### config.mk
export PLATFORM = sky130hd
export DESIGN_NAME = mem_stream_loader
export DESIGN_NICKNAME = d
export VERILOG_FILES = /design/src/rtl/mem_stream_loader_pkg.sv /design/src/rtl/mem_loader_timeout.sv /design/src/rtl/mem_stream_loader.sv
export SDC_FILE = /design/constraint.sdc
export NUM_CORES = 1
export LEC_CHECK = 0
export ABC_AREA = 1
export CORE_MARGIN = 1
export CORE_UTILIZATION = 25
export DETAILED_ROUTE_END_ITERATION = 8
export GPL_TIMING_DRIVEN = 0
export PLACE_DENSITY = 0.38
export SYNTH_ARGS = -nofsm -noshare
export SYNTH_HDL_FRONTEND = slang
export SYNTH_SLANG_ARGS = --single-unit
### constraint.sdc
create_clock -name clk -period 3.1 [get_ports clk]
set_input_delay 0.775 -clock clk [delete_from_list [all_inputs] [get_ports clk]]
set_output_delay 0.775 -clock clk [all_outputs]
set_load 0.03 [all_outputs]
### src/rtl/mem_stream_loader_pkg.sv
// Shared types and constants for the framed program-memory loader.
// Frame: SYNC, addr_lo, addr_hi, cnt_lo, cnt_hi, 4*cnt data bytes, chk.
package mem_stream_loader_pkg;

  localparam int ADDR_W = 16;
  localparam int DATA_W = 32;

  localparam logic [7:0] SYNC_BYTE = 8'hA5;

  localparam logic [1:0] ADDR_LO = 2'd0;
  localparam logic [1:0] ADDR_HI = 2'd1;
  localparam logic [1:0] CNT_LO  = 2'd2;
  localparam logic [1:0] CNT_HI  = 2'd3;

  typedef enum logic [2:0] {
    IDLE,
    HDR,
    DATA,
    WR,
    CHK
  } state_t;

endpackage

### src/rtl/mem_loader_timeout.sv
// Inter-byte idle watchdog: reloads on clear, counts down while enabled.
// expire is high once LIMIT enabled cycles have passed since the last clear.
module mem_loader_timeout #(
  parameter int unsigned LIMIT = 1000000
) (
  input  logic clk,
  input  logic reset_n,
  input  logic clear,
  input  logic enable,
  output logic expire
);

  localparam int CW = $clog2(LIMIT + 1);

  logic [CW-1:0] cnt_q;

  always_ff @(posedge clk or negedge reset_n) begin
    if (!reset_n) begin
      cnt_q <= CW'(LIMIT);
    end else if (clear) begin
      cnt_q <= CW'(LIMIT);
    end else if (enable && cnt_q != '0) begin
      cnt_q <= cnt_q - CW'(1);
    end
  end

  assign expire = (cnt_q == '0);

endmodule

### src/rtl/mem_stream_loader.sv
// Framed byte-stream loader writing little-endian words into program memory.
// Holds the CPU in reset while a frame is in flight.
module mem_stream_loader
  import mem_stream_loader_pkg::*;
#(
  parameter int          ADDR_W         = mem_stream_loader_pkg::ADDR_W,
  parameter logic [7:0]  SYNC_BYTE      = mem_stream_loader_pkg::SYNC_BYTE,
  parameter int unsigned TIMEOUT_CYCLES = 1000000
) (
  input  logic              clk,
  input  logic              reset_n,
  input  logic [7:0]        in_data,
  input  logic              in_valid,
  output logic              in_ready,
  output logic [ADDR_W-1:0] mem_address,
  output logic [3:0]        mem_byteenable,
  output logic              mem_chipselect,
  output logic              mem_write,
  output logic [DATA_W-1:0] mem_writedata,
  output logic              mem_clken,
  output logic              cpu_hold,
  output logic              busy,
  output logic              done,
  output logic              error
);

  state_t state_q, state_d;

  logic [1:0]        hdr_idx_q;
  logic [1:0]        byte_idx_q;
  logic [7:0]        hdr_lo_q;
  logic [ADDR_W-1:0] addr_ptr_q;
  logic [15:0]       words_left_q;
  logic [DATA_W-1:0] shift_q;
  logic [7:0]        chk_q;
  logic              done_q;
  logic              error_q;
  logic              rdy_en_q;

  logic acc;
  logic in_frame;
  logic expire;
  logic timed_out;

  assign acc       = in_valid & in_ready;
  assign in_frame  = (state_q == HDR) || (state_q == DATA) ||
                     (state_q == CHK);
  assign timed_out = expire & in_frame;

  mem_loader_timeout #(
    .LIMIT (TIMEOUT_CYCLES)
  ) u_timeout (
    .clk     (clk),
    .reset_n (reset_n),
    .clear   (acc | ~in_frame),
    .enable  (in_frame),
    .expire  (expire)
  );

  always_ff @(posedge clk or negedge reset_n) begin
    if (!reset_n) begin
      state_q <= IDLE;
    end else begin
      state_q <= state_d;
    end
  end

  always_comb begin
    state_d = state_q;
    unique case (state_q)
      IDLE: begin
        if (acc && in_data == SYNC_BYTE) state_d = HDR;
      end
      HDR: begin
        if (timed_out) begin
          state_d = IDLE;
        end else if (acc && hdr_idx_q == CNT_HI) begin
          state_d = ({in_data, hdr_lo_q} == 16'd0) ? CHK : DATA;
        end
      end
      DATA: begin
        if (timed_out) begin
          state_d = IDLE;
        end else if (acc && byte_idx_q == 2'd3) begin
          state_d = WR;
        end
      end
      WR: begin
        state_d = (words_left_q == 16'd1) ? CHK : DATA;
      end
      CHK: begin
        if (timed_out || acc) state_d = IDLE;
      end
      default: state_d = IDLE;
    endcase
  end

  always_comb begin
    in_ready       = 1'b0;
    mem_chipselect = 1'b0;
    mem_write      = 1'b0;
    unique case (state_q)
      IDLE:          in_ready = rdy_en_q;
      HDR, DATA, CHK: in_ready = ~timed_out;
      WR: begin
        mem_chipselect = 1'b1;
        mem_write      = 1'b1;
      end
      default: in_ready = 1'b0;
    endcase
  end

  // Stream is refused for the first cycle out of reset.
  always_ff @(posedge clk or negedge reset_n) begin
    if (!reset_n) begin
      rdy_en_q     <= 1'b0;
      hdr_idx_q    <= '0;
      byte_idx_q   <= '0;
      hdr_lo_q     <= '0;
      addr_ptr_q   <= '0;
      words_left_q <= '0;
      shift_q      <= '0;
      chk_q        <= '0;
      done_q       <= 1'b0;
      error_q      <= 1'b0;
    end else begin
      rdy_en_q <= 1'b1;
      done_q   <= 1'b0;
      error_q  <= timed_out;
      if (acc) begin
        unique case (state_q)
          IDLE: begin
            chk_q      <= '0;
            hdr_idx_q  <= '0;
            byte_idx_q <= '0;
          end
          HDR: begin
            chk_q     <= chk_q ^ in_data;
            hdr_idx_q <= hdr_idx_q + 2'd1;
            hdr_lo_q  <= in_data;
            if (hdr_idx_q == ADDR_HI)
              addr_ptr_q <= ADDR_W'({in_data, hdr_lo_q});
            if (hdr_idx_q == CNT_HI)
              words_left_q <= {in_data, hdr_lo_q};
          end
          DATA: begin
            chk_q <= chk_q ^ in_data;
            shift_q[{byte_idx_q, 3'b000} +: 8] <= in_data;
            byte_idx_q <= byte_idx_q + 2'd1;
          end
          CHK: begin
            done_q  <= (in_data == chk_q);
            error_q <= (in_data != chk_q);
          end
          default: ;
        endcase
      end
      if (state_q == WR) begin
        addr_ptr_q   <= addr_ptr_q + ADDR_W'(1);
        words_left_q <= words_left_q - 16'd1;
      end
    end
  end

  assign mem_address    = addr_ptr_q;
  assign mem_writedata  = shift_q;
  assign mem_byteenable = 4'hF;
  assign mem_clken      = 1'b1;
  assign busy           = (state_q != IDLE);
  assign cpu_hold       = busy;
  assign done           = done_q;
  assign error          = error_q;

endmodule

==> metrics <==
status=complete, no violations; syn avg cell area=7.888 um2; die span in x=158.5 um; critical path peak fanout=5; FILL cells=2596; mapped cell area=6121 um2; Register Area=2761 um2; drt via density=roughly 4.4; Final Instance Area=around 7600 um2; H-tree Lvls=3; slowest CP cell=clkdlybuf4s50_1; Tcrit/Tclk final=91.16%; crit path cell chain=nor2_2 -> inv_1 -> nor2_4 -> inv_1 -> buf_4 -> clkdlybuf4s50_1; clock root cell=clkbuf_16; leakage=3.304 nW; Seq pwr share=32.0%; WHS=257.2 ps; Fin. Hold Viols=0; Antenna Nets Post-Route=0; clock slew at reported path FFs=80 ps; full die area=25110 um2; total CTS buffers=9; kind of critical path=reg2out; Critical Path End Type=primary output; Worst Skew=15.28 ps; Critical Path AT=2050 ps; top_reg_cell synth=dfrtp_1; clk buf depth=2; sequential area share after synthesis=45.11%; final WL=~19000 um; Core Area=23750 um2; Synth Register Bits=110; clk sinks=110; sw power=0.003394 W; PwrDens=939.9 nW/um2; maximum clock rate=353.9 MHz; Req. time, crit path=2320 ps; post-synthesis async set-or-reset flop share=100.0%; Setup violations, final=0; most frequent cells in the layout=nand2_1 (197), dfrtp_1 (103), nor2_1 (78); Distinct cells, synth=37; # IOs=just over 70; Crit path top cell by count=inv_1; worst hold path class=in2async; HPWL Detailed=13720 um; Final Wtd Congestion=around 0.8; vias in the first global route=5304; Pre-Repair DR Iteration Count=4; # rows=56; IO Port Bufs=64; Synth area leaders=dfrtp_1 (42%), nand2_1 (12%), nand3_1 (5.9%); Area Overhead vs Synth=23.41%; largest net degree at the start of global routing=91; Net count, final=883; total power draw=0.007099 W; GRT overflow=0; ratio of cells with drive above 1 in the final layout=9.584%; first-pass GRT wire length=29830 um; Cell Count, Final, Fillers Out=1185; worst-case headroom to the max-slew limit=33.02%; n_diodes=0; placed standard-cell area=7208 um2; Pins Over Slew Limit=0; Hold Buf Count CTS=0; critical path launch point type=flop; logic gate share of total power=about half; Max Cap Violations=0; Placement Setup Slack=-75.72 ps; Starting Density=25.77%; Int Pwr=0.003705 W; WL/cell=approximately 16 um; Die Y-Extent=158.5 um; PnR worst setup slack=approximately 270 ps; GRT Total Usage=~16%; Synth top area share=between 40% and 50%; critical path's largest stage delay=580 ps; drc violations=0; antenna violations before repair=0; Final min period=2826 ps; switching share of total power=47.81%; cells after synthesis=776; commonest non-fill, non-tap cell in the layout=nand2_1; Vias=~5300; DRT iter0 DRCs=251; post-synth top area cell=dfrtp_1; Ys Warns=0; CTS tree=done; clock share of power=17.3%; Multi-input gate area=2992 um2; clock latency on the worst-skew pair=360 ps; slew of the pin with the lowest slew margin=997.0 ps; Post-synth EDFFs=0; VDD IR max=around 0.00036 V; Inst Count DP=1165
[state kept, by name (all words and copies together) (netlist names)]
signal	count
mem_address	16
state_q	3
error	1
rdy_en_q	1
chk_q	8
mem_writedata	32
words_left_q	16
byte_idx_q	2
hdr_lo_q	8
done	1
hdr_idx_q	2
u_timeout.cnt_q	20
[layout make-up]
class | instances | share of cell area, %
buffer | 29 | 2.452
clock inverter | 7 | 1.044
clock buffer | 9 | 2.982
tap | 319 | 5.284
sequential | 110 | 36.56
multi-input combinational | 584 | 39.61
timing repair buffer | 69 | 9.193
inverter | 58 | 2.882
[stage by stage]
stage | util, % | TNS, ps
floorplan | - | 0
global placement | 30.23 | -383120
detailed placement | 30.35 | -75.72
CTS | 31.67 | 0
global route | 31.80 | -17.89
finish | 31.80 | 0
[worst max-delay path, delay by kind of cell (launching register included)]
kind          cells  cell delay [ps]
buf+inv           4              980
flops             1              420
simple gates      2              290
[cell usage after synthesis (2+ instances only)]
| master | number |
|---|---|
| o21ai_2 | 9 |
| nand4_1 | 13 |
| o22ai_1 | 3 |
| dfstp_2 | 7 |
| o21ai_0 | 39 |
| xor2_1 | 20 |
| or2_2 | 2 |
| nand3_2 | 2 |
| clkinv_1 | 2 |
| nor2_1 | 79 |
| nand2_4 | 5 |
| nand3_4 | 4 |
| inv_1 | 56 |
| nor3_1 | 27 |
| o21ai_1 | 42 |
| nand3_1 | 72 |
| buf_2 | 4 |
| nand2_1 | 197 |
| buf_6 | 4 |
| nor4_1 | 3 |
| xnor2_1 | 12 |
| clkbuf_1 | 10 |
| nor2_2 | 5 |
| a21oi_1 | 25 |
| buf_4 | 10 |
| ha_1 | 11 |
| dfrtp_1 | 103 |
[metal layers]
layer	track usage (%)	routed length [um]	vias up
li1	-	-	2710
met1	22.25	9416	2500
met2	24.75	8476	50
met3	2.341	361	11
met4	4.579	252	0
met5	0	0	-
[path summary, 6_finish.rpt]
check | from | endpoint | slack, ps | cells past startpoint
worst min register to register | words_left_q[1] | words_left_q[1] | 470 | 2
worst max-delay path | state_q[2] | cpu_hold | 270 | 6
max in group asynchronous | reset_n | u_timeout.cnt_q[14] | 2080 | 2
worst max register to register | byte_idx_q[0] | mem_writedata[19] | 380 | 7
worst min-delay path | reset_n | mem_address[6] | 260 | 1
min in group clk | words_left_q[1] | words_left_q[1] | 470 | 2
[power by group through the flow]
stage	clock [W]	combinational [W]	sequential, W
after floorplan	0	0.00229	0.00243
after global placement	0	0.00358	0.00231
after detailed placement	0	0.00357	0.00230
after CTS	0.00128	0.00360	0.00228
after global routing	0.00135	0.00405	0.00234
final	0.00123	0.00360	0.00227
[what timing repair did]
action                     in CTS  in global routing
setup endpoints to repair       3                 10
setup buffers                   0                  4
pin swaps                       0                  2
cloned                          0                  0
resized for setup               6                  4
[kinds of logic (layout without fill, tap and decap cells)]
| group | Yosys count | in the layout | synth area share [%] |
|---|---|---|---|
| other cells | 1 | 6 | 0.06127 |
| flops | 110 | 110 | 45.11 |
| compound gates | 121 | 121 | 10.81 |
| buf+inv | 87 | 172 | 6.521 |
| fa+ha+maj | 11 | 11 | 2.249 |
| xor+xnor | 32 | 32 | 4.579 |
| simple gates | 414 | 414 | 30.66 |
Power figures use the tool's default switching activity.
